===== src/rtl/regfile_dump_reader.sv =====
// Walks a register-file read port from FIRST_REG to LAST_REG and streams each
// value with its index over a valid/ready interface.
module regfile_dump_reader #(
    parameter int unsigned ADDR_W    = 5,
    parameter int unsigned DATA_W    = 32,
    parameter int unsigned FIRST_REG = 0,
    parameter int unsigned LAST_REG  = 31
) (
    input  logic              clk,
    input  logic              rst,
    input  logic              start,
    input  logic              abort,
    output logic              busy,
    output logic              done,
    output logic [ADDR_W-1:0] rd_addr,
    input  logic [DATA_W-1:0] rd_data,
    output logic              out_valid,
    input  logic              out_ready,
    output logic [ADDR_W-1:0] out_addr,
    output logic [DATA_W-1:0] out_data
);

    localparam logic [ADDR_W-1:0] FirstAddr = ADDR_W'(FIRST_REG);
    localparam logic [ADDR_W-1:0] LastAddr  = ADDR_W'(LAST_REG);

    typedef enum logic [1:0] {StIdle, StFetch, StSend, StDone} state_e;

    state_e state_q;

    always_ff @(posedge clk or posedge rst) begin
        if (rst) begin
            state_q   <= StIdle;
            done      <= 1'b0;
            out_valid <= 1'b0;
            out_addr  <= '0;
            out_data  <= '0;
            rd_addr   <= FirstAddr;
        end else if (abort && state_q != StIdle) begin
            // A word presented alongside abort is dropped, never counted as accepted.
            state_q   <= StIdle;
            out_valid <= 1'b0;
            done      <= 1'b0;
            rd_addr   <= FirstAddr;
        end else begin
            unique case (state_q)
                StIdle: begin
                    if (start) begin
                        rd_addr <= FirstAddr;
                        state_q <= StFetch;
                    end
                end
                StFetch: begin
                    out_data  <= rd_data;
                    out_addr  <= rd_addr;
                    out_valid <= 1'b1;
                    state_q   <= StSend;
                end
                StSend: begin
                    if (out_valid && out_ready) begin
                        out_valid <= 1'b0;
                        if (out_addr == LastAddr) begin
                            done    <= 1'b1;
                            state_q <= StDone;
                        end else begin
                            rd_addr <= rd_addr + 1'b1;
                            state_q <= StFetch;
                        end
                    end
                end
                StDone: begin
                    done    <= 1'b0;
                    rd_addr <= FirstAddr;
                    state_q <= StIdle;
                end
                default: state_q <= StIdle;
            endcase
        end
    end

    assign busy = (state_q != StIdle);

endmodule


===== config.mk =====
export PLATFORM = sky130hd
export DESIGN_NAME = regfile_dump_reader
export DESIGN_NICKNAME = d
export VERILOG_FILES = /design/src/rtl/regfile_dump_reader.sv
export SDC_FILE = /design/constraint.sdc
export NUM_CORES = 1
export LEC_CHECK = 0
export CELL_PAD_IN_SITES_DETAIL_PLACEMENT = 1
export CELL_PAD_IN_SITES_GLOBAL_PLACEMENT = 1
export CORE_UTILIZATION = 35
export CTS_CLUSTER_DIAMETER = 60
export DETAILED_ROUTE_END_ITERATION = 7
export PLACE_DENSITY_LB_ADDON = 0.1
export SYNTH_ARGS = -nofsm -noshare
export SYNTH_HDL_FRONTEND = slang
export SYNTH_SLANG_ARGS = --single-unit

===== constraint.sdc =====
create_clock -name clk -period 3.6 [get_ports clk]
set_clock_uncertainty 0.15 [all_clocks]
set_input_delay 1.08 -clock clk [delete_from_list [all_inputs] [get_ports clk]]
set_output_delay 1.08 -clock clk [all_outputs]
set_load 0.1 [all_outputs]

# --- Word-level counts from Yosys, hierarchy flattened ---
# Cells that the tools add are included.
op_classes:
  n_addsub: 1
  n_mul: 0
  div_mod_pow: 0
  n_lt_le_gt_ge: 0
  eq_ne: 8
  shift: 0
  muxes: 17
  n_bitwise: 1
  n_reduce_logical: 12
op_table:
  columns: ["operator", "n"]
  rows:
  - ["$mux 5", 4]
  - ["$pmux 5 s3", 1]
  - ["$ne 3x3->1 const B", 4]
  - ["$mux 2", 4]
  - ["$pmux 2 s4", 1]
  - ["$reduce_and 2->1", 3]
  - ["$reduce_bool 3->1", 2]
  - ["$add 5x1->5 const B", 1]
  - ["$eq 5x5->1 const B", 1]
  - ["$mux 1", 5]
  - ["$eq 2x2->1 const B", 2]
  - ["$pmux 1 s2", 2]
  - ["$reduce_and 4->1", 1]
  - ["$reduce_bool 4->1", 1]
  - ["$reduce_and 3->1", 1]
  - ["$eq 2x1->1 const B", 1]
  - ["$logic_and 1x1->1", 2]
  - ["$logic_not 2->1", 1]
  - ["$reduce_bool 2->1", 1]
  - ["$not 1->1", 1]
totals:
  reg_bits: 46
  latchBits: 0
  ram_bits: 0
  rom_bits: 0
  input_bits: 37
  out_inout_bits: 45
  word_cells: 45
  mem_count: 0

# --- Logic depth before layout (Yosys ltp) ---
# Gate-level depths: netlist of the first run.
depth:
  depth_word: 5
  depth_mapped: 5
  depth_no_buf: 5

# --- Least setup slack after synthesis of the first run ---
# Ideal clock, no wire load.
synth_path:
  path_kind: "reg2out"
  from: "register state_q[1]"
  to: "output port busy"
  t_arrival_ns: 1.001
  required_time_ns: 2.370
  slack_ns: 1.369
  path_stages_with_launch: 3
  path_buffers: 1
  cell_sequence: "dfrtp_1 buf_6 or2_2"
synth_between:
  elab_chain_cells: 1
synth_lines:
  columns: ["element", "line_no", "rtl"]
  rows:
  - ["start, declared", "28", "state_e state_q;"]
  - ["start signal, assigned", "32", "state_q <= StIdle;"]
  - ["start signal, assigned", "40", "state_q <= StIdle;"]
  - ["start signal, assigned", "49", "state_q <= StFetch;"]
  - ["$reduce_bool 2->1", "80", "assign busy = (state_q != StIdle);"]
  - ["end, declared", "13", "output logic busy,"]
# Every way passes these cells.

# --- Final worst setup path of the first run ---
layout_path:
  from: "input port abort"
  to: "register out_data[14]"
layout_between:
  elab_chain_cells: 3
layout_lines:
  columns: ["element", "line_no", "rtl"]
  rows:
  - ["start, declared", "12", "input logic abort,"]
  - ["$logic_and 1x1->1", "38", "end else if (abort && state_q != StIdle) begin"]
  - ["$not 1->1 (no line)", null, null]
  - ["$reduce_and 2->1 (no line)", null, null]
  - ["end signal, assigned", "53", "out_data <= rd_data;"]
  - ["end, declared", "20", "output logic [DATA_W-1:0] out_data"]
# Every way passes these cells.
# A chain may end at the register's enable or synchronous reset.

==> results of run 1 <==
layer usage:
layer | vias up | track usage, %
met5 | - | 0
met4 | 0 | 6.73
met3 | 9 | 5.75
met2 | 56 | 27.7
met1 | 688 | 20.6
li1 | 643 | -
cell usage after synthesis, drive strengths merged:
master	count	area [um^2]
nand4b	1	8.76
or2	1	6.26
o21a	1	7.51
o2bb2ai	1	15.0
a21boi	1	7.51
nand3	2	10.0
or4	1	7.51
nor3b	2	20.0
nand2	3	11.3
a21o	1	7.51
inv	3	11.3
o32ai	1	8.76
a21oi	4	20.0
nor2b	2	12.5
nor2	1	3.75
and2	1	6.26
mux2	40	454
a2bb2oi	1	15.0
ha	1	12.5
buf	6	48.8
a32o	1	10.0
dfrtp	46	1150
a22o	2	17.5
o21ai	5	25.0
and4	1	8.76
o31ai	1	7.51
nand2b	1	6.26
nor3	2	10.0
per-stage QoR:
stage	cell area [um^2]	utilization (%)	hold WS [ns]	worst slack, ns
6_report	2770	53.2	0.363	0.968
2_1_floorplan	1930	-	0.379	1.28
5_1_grt	2770	53.2	0.383	0.854
4_1_cts	2770	53.2	0.371	0.945
3_5_place_dp	2690	51.6	0.349	0.621
3_3_place_gp	2690	51.6	0.342	0.703
cells by family after synthesis:
group                      after synthesis  share of synthesized area, %
buffers and inverters                    9                          3.11
adders and majority gates                1                         0.648
AOI/OAI and AO/OA                       19                          7.32
and+or+nand+nor                         18                          5.77
DFF                                     46                          59.6
muxes                                   40                          23.5
flip-flops by register name, indices dropped and copies added, names as in the netlist:
register	cells
rd_addr	5
out_data	32
out_valid	1
out_addr	5
state_q	2
done	1
cells in the final DEF (no fill, tap or decap), drive strengths merged, types with 2 or more instances in the layout:
cell           synthesis  layout
buf                    6      47
mux2                  40      40
inv                    3       3
clkbuf                 0       6
a22o                   2       2
dfrtp                 46      46
o21ai                  5       5
nor2b                  2       2
nand2                  3       3
nor3                   2       2
clkdlybuf4s50          0      36
a21oi                  4       4
nor3b                  2       2
nand3                  2       2
critical path, cell delays in order:
cell             delay (ns)
clkdlybuf4s50_1        0.54
nor3b_2                0.21
buf_4                  0.42
mux2_2                 0.39
area by class of cell:
cell class / count / area (um^2) / share of cell area (%)
clock buffers: 6 / 82.6 / 2.98
inverters: 3 / 11.3 / 0.407
well taps: 70 / 87.6 / 3.16
repair buffers: 83 / 713 / 25.7
flip-flops and latches: 46 / 1150 / 41.6
multi-input cells: 78 / 724 / 26.2
worst paths after layout:
check                                to         from  cells past startpoint  slack (ns)
max                        out_data[14]        abort                      4        0.97
min                         out_data[8]  out_data[8]                      1        0.36
max reg2reg                out_data[14]   state_q[0]                      3        1.76
min reg2reg                 out_data[8]  out_data[8]                      1        0.36
max in group asynchronous  out_data[18]          rst                      3        1.62
min in group asynchronous  out_data[11]          rst                      2        0.98
==> summary.md, run 1 <==
The run finished with clean final reports. The tools report the total vias in the final route as 1396. The die covers 5820 um^2.

Hold buffer count at cts: 0. At the worst endpoint, the required time is 3.63 ns. After detailed routing, the total wire length is 4480 um. The CTS buffer count is 5, and the count of unique library cells instantiated by Yosys is 32. The clock slew seen by the registers of the worst setup and hold paths was 0.07 ns; the site row count was 26. The tools report the via count of the first global-routing pass as 1488. Cell count after synthesis: 133. The CTS H-tree depth was 2. The congestion estimate from routability-driven global placement came to 0.811. After clock tree synthesis, the setup repair step added 0 buffers. The final critical path takes up 73.1% of the cycle. The placed cell count is 280. The count of clock tree sinks is 46, and the final total negative setup slack is 0 ns.

Clock latency of the later-clocked register in the worst-skew pair: 0.29 ns. The wire length per cell after detailed routing was 15.6 um; the detailed-routed wire length on met3 was 332 um. Summed over all layers, the global routing overflow is 0. For the pin with the worst max-slew slack, the measured transition is 0.498 ns. Count of TritonRoute iterations in the first routing pass: 4.

In this run the clock root is driven by a clkbuf_8. The final period demand of the worst path was 2.63 ns. The detail route stage leaves a number of antenna-violating nets equal to 0. The die span in x was 76.3 um. The repair_antennas step left the layout with diodes totalling 0. The min-delay analysis places its worst path in the category flip-flop to flip-flop. The logs give 42 for the number of DRC markers in iteration 0 and 2.66 ns for the arrival time reported for the critical path endpoint.

After synthesis, flip-flops and latches occupy 59.6% of the total area. The tools report the half-perimeter wire length after detailed placement as 3370 um. The fraction of final layout cells sized beyond drive strength 1 works out to 45.8%. The startpoint type of the worst setup path was an input port. The die is 76.3 um tall. Setup repair after global routing left no endpoint under its margin. For this configuration, the core starts out at a cell density of 37.1%. The run gives 0 as the max-slew violation count.

In the detailed route, the total length drawn on met2 is 2220 um. The maximum fanout encountered on the critical timing path is 37. The number of setup violations in the final report was 0. Kind of end point of the critical path: a flip-flop.

The placeable core region is 5200 um^2, and the largest net degree at the start of global routing is 38. Max-cap violations in this run came to 0. Dividing the detail-routed via count by the number of cells gives 4.88. The synthesized design contains 46 register bits. For the final-stage net count, the log shows 255. The logs give 17.0% for the overall track demand over capacity in global routing and 0 for the warning count from the yosys run.

The cell area that synthesis handed to floorplanning was 1930 um^2. For the post-cts resize count, the log shows 0. The detailed router used layers up to and including met4. Port buffer count: 81.

Static timing analysis puts the maximum clock frequency at 0.380 GHz. The tools report the count of filler cells inserted in the layout as 540. The first global-routing pass estimated 7700 um of wire. The number of antenna violations at the first check in global routing is 0. The mean instance size in the synthesized netlist was 14.5 um^2. The detailed router put a total of 1810 um of wire on met1. No sink is reached through more buffers than the 2 on the longest clock path. The logs give 66.7% for the worst slew margin relative to its limit and 82 for the total I/O pin count.

Relative to the synthesized area, the layout overhead comes to 43.5%. When the netlist entered floorplanning its net count stood at 171. The hold violation count in the final report was 0.

TritonCTS built the clock tree. After the flow finishes, the layout carries non-filler instances totaling 286. Category of the critical setup timing path: input port to flip-flop. The run gives 0 as the remaining design rule violation count.
Power of run 1 is left out: the tool's default activity adds up to more than one toggle a clock period on the data nets, which glitch-free logic cannot reach.
==> inputs of run 2 (changes only) <==
--- a/config.mk
+++ b/config.mk
@@ -7,7 +7,7 @@
 export LEC_CHECK = 0
 export CELL_PAD_IN_SITES_DETAIL_PLACEMENT = 1
 export CELL_PAD_IN_SITES_GLOBAL_PLACEMENT = 1
-export CORE_UTILIZATION = 35
+export CORE_UTILIZATION = 33
 export CTS_CLUSTER_DIAMETER = 60
 export DETAILED_ROUTE_END_ITERATION = 7
 export PLACE_DENSITY_LB_ADDON = 0.1
==> constraint.sdc (replaced) <==
create_clock -name clk -period 2.56 [get_ports clk]
set_clock_uncertainty 0.15 [all_clocks]
set_input_delay 0.768 -clock clk [delete_from_list [all_inputs] [get_ports clk]]
set_output_delay 0.768 -clock clk [all_outputs]
set_load 0.1 [all_outputs]
==> run 2 against run 1 <==
Against the previous run:
- first-iteration DRC count fell by 45%
- via count decreased by 2.0%
- sequential share of layout area is 0.54 points lower
- register-to-register slack worse by 0.98 ns
- highest routed layer unchanged
- final cell count grew 1.0%
- critical endpoint is now busy
- worst hold slack better by 0.0018 ns
- utilization down 2.9 points
- wire length rose by 3.0%
- non-clock buffer count unchanged
- largest cell class unchanged
- die area rose by 5.9%
==> summary.md, run 2 (synthesis results as in run 1) <==
The number of buffers and inverters on the critical path was 1 (-1); the count of filler cells inserted in the layout was 589 (+9.1%). The CTS H-tree depth was 2 (unchanged). The clock latency of the later-clocked register in the worst-skew pair came out at 0.29 ns (about the same).

The critical path goes through or2_2 > buf_12. For the worst slew margin relative to its limit, the log shows 71.1% (+4.4 points). The tools report the number of DRC markers in iteration 0 as 23 (-45%). The worst register-to-register path begins at state_q[1].

The vias per cell is 4.73 (-3.0%), and the wire length of the first global-routing pass is 7380 um (-4.1%). The tools report the end of the worst register-to-register path as rd_addr[0]. Max-slew violation count: 0 (unchanged). The critical path data required time was 1.64 ns (-1.99 ns).

The run gives 0 ns (unchanged) as the final total negative setup slack. Aggregate routed wire length: 4610 um (+3.0%). The depth of the critical timing path with buffers and inverters included was 2 (-2); the number of buffers between clock root and the deepest sink was 2 (unchanged).

The largest registers in the layout are out_data (32), out_addr (5), rd_addr (5). The half-perimeter wire length after detailed placement was 3400 um (+0.95%); the footprint of the flip-flops and latches was 1150 um^2 (unchanged). Clock root buffer master: clkbuf_8.

The depth of the most critical reg-to-reg path was 4 (+1); the clock slew seen by the registers of the worst setup and hold paths was 0.08 ns (about the same). The run gives 0 (unchanged) as the diode insertion count for antenna repair. Commonest non-fill, non-tap cell in the layout: dfrtp_1.

In the layout the commonest cells are dfrtp_1 (46), buf_4 (44), mux2_2 (39). The worst min-delay path class was flip-flop to flip-flop. The y dimension of the die came out at 78.5 um (+2.9%). The final non-filler cell area is 2810 um^2 (+1.3%), and the CTS buffer count is 5 (unchanged). Setup repair after global routing left no endpoint under its margin. Global placer's final weighted congestion: 0.756 (-6.8%).

The hold violation count in the final report is 0 (unchanged), and the die footprint is 6160 um^2 (+5.9%). The arrival time reported for the critical path endpoint is 1.35 ns (-1.31 ns), and the final period demand of the worst path is 2.27 ns. The post-detailed-route count of antenna-violating nets came out at 0 (unchanged).

For this design, the slowest cell found on the critical path is dfrtp_1. The via count of the first global-routing pass was 1521 (+2.2%); the wire length per cell after detailed routing was 16.0 um (+1.9%). Final-stage net count: 255 (unchanged). The cell family contributing the most delay on the critical path is flip-flops.

The maximum cell stage delay along the critical path works out to 0.50 ns (-0.04 ns). The tools report the total I/O pin count as 82 (unchanged). For the placeable core region, the log shows 5570 um^2 (+7.1%). TritonCTS built the clock tree.

The aggregate global routing overflow is 0 (unchanged), and the count of clock tree sinks is 46 (unchanged). The worst reg-to-reg setup slack is 0.78 ns (-0.98 ns), and the number of maximum-capacitance violations is 0 (unchanged). The number of non-filler instances in the completed layout was 289 (+1.0%); the maximum fanout encountered on the critical timing path was 10 (-73%). Placed cell count: 282 (+0.71%).

The pin slew with the least headroom to its limit works out to 0.432 ns (-0.0656 ns). Post-cts resize count: 0 (unchanged). The worst setup path is of the flip-flop to primary output kind. The register with the highest flop count is out_data. The critical path ends at busy. The run gives 38 (unchanged) as the largest net degree at the start of global routing.

The site row count was 27 (+3.8%); the port buffer count was 81 (unchanged). For the hold buffer count at cts, the log shows 0 (unchanged). The number of buffers inserted to repair setup after CTS came out at 0 (unchanged). The run gives 2730 um^2 (+1.5%) as the placed instance area. In the finished design, the share of the clock period the worst path needs comes to 88.7%.

STA classifies the critical path startpoint as a flip-flop. The flip-flop count of the largest register, all copies and words added works out to 32 (unchanged). In this run the worst setup path begins at state_q[1]. The fraction of final layout cells sized beyond drive strength 1 is 46.1% (+0.25 points). The run gives 0 (unchanged) as the remaining design rule violation count. The run finished with clean final reports.

The area of combinational cells with multiple inputs is 724 um^2 (unchanged), and the number of antenna violations at the first check in global routing is 0 (unchanged). Number of setup violations in the final report: 0 (unchanged). The tools report the maximum clock rate as 0.441 GHz. The total vias in the final route is 1368 (-2.0%), and the count of TritonRoute iterations in the first routing pass is 4 (unchanged).

The area growth from synthesis to final layout is 45.4%. The worst setup path is captured at a primary output. The overall track demand over capacity in global routing was 15.6% (-1.4 points). The die span in x is 78.5 um (+2.9%). The tools report the starting density of the core as 34.6% (-2.5 points).
[run 2: cell types whose count changed in the layout (fill, tap and decap cells not counted), sizes merged]
cell and delta:
clkbuf -1, clkinv +2
[run 2: worst register-to-register path: stages (launching register included)]
cell       delay [ns]
dfrtp_1          0.55
nor3b_2          0.38
o2bb2ai_2        0.20
nor3_1           0.12
mux2_2           0.27
[run 2: how the worst min path moves through the flow]
stage	from	end	slack, ns	depth (start not counted)
after global placement	out_data[24]	out_data[24]	0.34	1
after detailed placement	out_data[10]	out_data[10]	0.35	1
after global routing	out_data[5]	out_data[5]	0.39	1
after floorplan	state_q[0]	state_q[0]	0.38	2
after CTS	out_data[10]	out_data[10]	0.37	1
final	out_data[29]	out_data[29]	0.37	1
[run 2: final cells by class]
type	instances	share of cell area [%]
Inverter	3	0.401
Clock inverter	2	0.357
Multi-Input combinational cell	78	25.8
Tap cell	72	3.21
Clock buffer	5	2.45
Timing Repair Buffer	83	26.7
Sequential cell	46	41.0
[run 2: layer usage]
metal	track usage, %	up-vias	routed length [um]
li1	-	646	-
met1	19.3	669	2030
met2	26.6	49	2320
met3	3.26	4	219
met4	5.74	0	46
met5	0	-	0
[run 2: per-stage QoR]
step | setup WS, ns | hold WS (ns) | utilization (%)
2_1_floorplan | 0.354 | 0.379 | -
3_3_place_gp | 0.0688 | 0.341 | 48.9
3_5_place_dp | 0.00110 | 0.347 | 48.9
4_1_cts | 0.273 | 0.366 | 50.3
5_1_grt | 0.183 | 0.390 | 50.3
6_report | 0.290 | 0.365 | 50.3
Power of run 2 is left out for the same reason.
==> inputs of run 3 (changes only) <==
--- a/config.mk
+++ b/config.mk
@@ -7,10 +7,11 @@
 export LEC_CHECK = 0
 export CELL_PAD_IN_SITES_DETAIL_PLACEMENT = 1
 export CELL_PAD_IN_SITES_GLOBAL_PLACEMENT = 1
-export CORE_UTILIZATION = 33
+export CORE_UTILIZATION = 30
 export CTS_CLUSTER_DIAMETER = 60
 export DETAILED_ROUTE_END_ITERATION = 7
 export PLACE_DENSITY_LB_ADDON = 0.1
+export RECOVER_POWER = 100
 export SYNTH_ARGS = -nofsm -noshare
 export SYNTH_HDL_FRONTEND = slang
 export SYNTH_SLANG_ARGS = --single-unit
==> constraint.sdc (replaced) <==
create_clock -name clk -period 2.05 [get_ports clk]
set_clock_uncertainty 0.15 [all_clocks]
set_input_delay 0.615 -clock clk [delete_from_list [all_inputs] [get_ports clk]]
set_output_delay 0.615 -clock clk [all_outputs]
set_load 0.1 [all_outputs]
==> run 3 against run 2 <==
Against the previous run:
- critical path depth up 3
- first-iteration DRC count increased by 8.7%
- sequential share of layout area is 0.65 points higher
- highest routed layer unchanged
- utilization is 4.6 points lower
- design area decreased by 1.2%
- via count grew 3.4%
- worst hold slack got worse by 0.011 ns
- critical endpoint is now rd_addr[0]
- wire length grew 8.9%
==> summary.md, run 3 (synthesis results as in run 1) <==
In the layout the commonest cells are dfrtp_1 (43), mux2_2 (39), clkdlybuf4s50_1 (33). The startpoint identified for the worst register-to-register timing path is state_q[1]. For the clock latency of the later-clocked register in the worst-skew pair, the log shows 0.29 ns (about the same).

The tools report the final worst setup slack as 0.0420 ns (-0.248 ns). The fraction of final layout cells sized beyond drive strength 1 works out to 47.5% (+1.4 points). The port buffer count is 81 (unchanged). The tools report the worst hold margin as 0.354 ns (-0.0114 ns).

In this run the worst hold path is classified as flip-flop to flip-flop. The starting density of the core is 31.9% (-2.8 points), and the site row count is 28 (+3.7%). Relative to the synthesized area, the layout overhead comes to 43.6%. The max-slew violation count was 0 (unchanged); the total vias in the final route was 1414 (+3.4%).

The run finished with clean final reports. The cell depth of the worst min-delay path was 1 (unchanged); the global placer's final weighted congestion was 0.791 (+4.7%). The wire length per cell after detailed routing is 17.0 um (+6.4%). Arrival time reported for the critical path endpoint: 2.09 ns (+0.74 ns). The count of TritonRoute iterations in the first routing pass is 4 (unchanged).

STA classifies the critical path endpoint as a flip-flop. The category of the critical setup timing path is input port to flip-flop. The die footprint came out at 6760 um^2 (+9.7%).

The tools report the final-stage net count as 258 (+1.2%). Cell with the largest stage delay on the worst path: dlygate4sd3_1. The logs give 0 (unchanged) for the aggregate global routing overflow and 0 (unchanged) for the remaining design rule violation count. The diode insertion count for antenna repair was 0 (unchanged); the area of combinational cells with multiple inputs was 727 um^2 (+0.35%). The number of buffers between clock root and the deepest sink is 2 (unchanged), and the wire length of the first global-routing pass is 8060 um (+9.2%).

For the worst reg-to-reg setup slack, the log shows 0.32 ns (-0.46 ns). The hold violation count in the final report came out at 0 (unchanged). The run gives -0.378 ns (-0.379 ns) as the placement-stage worst setup slack.

The run gives 82 (unchanged) as the total I/O pin count. The worst slew margin relative to its limit is 63.1% (-8.0 points), and the pin slew with the least headroom to its limit is 0.556 ns (+0.124 ns). The clock slew seen by the registers of the worst setup and hold paths works out to 0.08 ns (about the same). The count of filler cells inserted in the layout is 649 (+10%), and the count of clock tree sinks is 46 (unchanged). The maximum clock rate was 0.498 GHz; the critical path data required time was 2.13 ns (+0.49 ns). The placeable core region is 6060 um^2 (+8.7%). Dividing the final minimum period by the clock period gives 98.0%.

The footprint of the flip-flops and latches was 1150 um^2 (+0.33%). The critical path starts at out_ready. The run gives 0 (unchanged) as the number of setup violations in the final report.

The die span in x was 82.2 um (+4.8%). The depth of the most critical reg-to-reg path is 3 (-1). The vias per cell was 4.78 (+0.92%). The library cell used most frequently in the layout, excluding fill and tap cells, is dfrtp_1. The final period demand of the worst path works out to 2.01 ns. Register with the highest flop count: out_data. The largest net degree at the start of global routing was 47 (+24%). Y dimension of the die: 82.2 um (+4.8%). In this run the most critical hold path is launched from out_data[5]. The endpoint identified for the worst register-to-register timing path is out_data[29]. The maximum fanout encountered on the critical timing path was 4 (-6). TritonCTS built the clock tree.

The tools report the overall track demand over capacity in global routing as 16.1% (+0.52 points). The logs give 2 (unchanged) for the CTS H-tree depth and 0 ns (unchanged) for the final total negative setup slack. In this run the clock root is driven by a clkbuf_8. The worst setup path is launched from an input port. The flip-flop count of the largest register, all copies and words added was 32 (unchanged); the number of maximum-capacitance violations was 0 (unchanged).

The CTS buffer count was 5 (unchanged); the number of DRC markers in iteration 0 was 25 (+8.7%). The run gives 3790 um (+11%) as the half-perimeter wire length after detailed placement. The maximum cell stage delay along the critical path is 0.56 ns (+0.06 ns). For the via count of the first global-routing pass, the log shows 1611 (+5.9%). The tools report the post-detailed-route count of antenna-violating nets as 0 (unchanged). The logs give 0 (unchanged) for the number of antenna violations at the first check in global routing and 5020 um (+8.9%) for the aggregate routed wire length. The worst hold path terminates at out_data[5]. Walking the worst path, the cells encountered are dlygate4sd3_1 > nand2_1 > o2bb2ai_2 > nor3_1 > mux2_2.

The largest registers in the layout are out_data (32), out_addr (5), rd_addr (5). Setup repair after global routing left no endpoint under its margin. The tools report the utilization of the core after routing as 45.7% (-4.6 points).
run 3: worst max-delay path: cells and delay by family:
kind / cells / cell delay (ns)
buf+inv: 1 / 0.56
compound gates: 1 / 0.16
simple gates: 2 / 0.50
mux: 1 / 0.25
run 3: worst max path at each step:
stage,depth (start not counted),endpoint
after floorplan,4,rd_addr[3]
after global routing,2,busy
after detailed placement,5,rd_addr[0]
after CTS,2,busy
after global placement,4,out_data[22]
final,5,rd_addr[0]
run 3: area by class of cell:
cell class,count,share of cell area [%]
inverter,3,0.406
clock inverter,1,0.181
timing repair buffer,86,25.0
tap,75,3.39
clock buffer,7,3.12
multi-input combinational,78,26.2
sequential,46,41.7
run 3: through the flow:
step	std cells	area, um^2
2_1_floorplan	133	1930
3_3_place_gp	288	3310
3_5_place_dp	288	3310
4_1_cts	296	3400
5_1_grt	296	2770
6_report	296	2770
run 3: timing repair:
action,CTS,global route
buffers inserted,0,0
hold buffers,0,0
endpoints found under the setup margin,43,0
gates resized for setup,4,0
run 3: layer usage:
metal  share of wire [%]  track usage, %  vias up
li1                    -               -      649
met1                  39            19.1      712
met2                  52            27.7       49
met3                 7.8            5.82        4
met4                0.80            3.68        0
met5                   0               0        -
Power of run 3 is left out for the same reason.
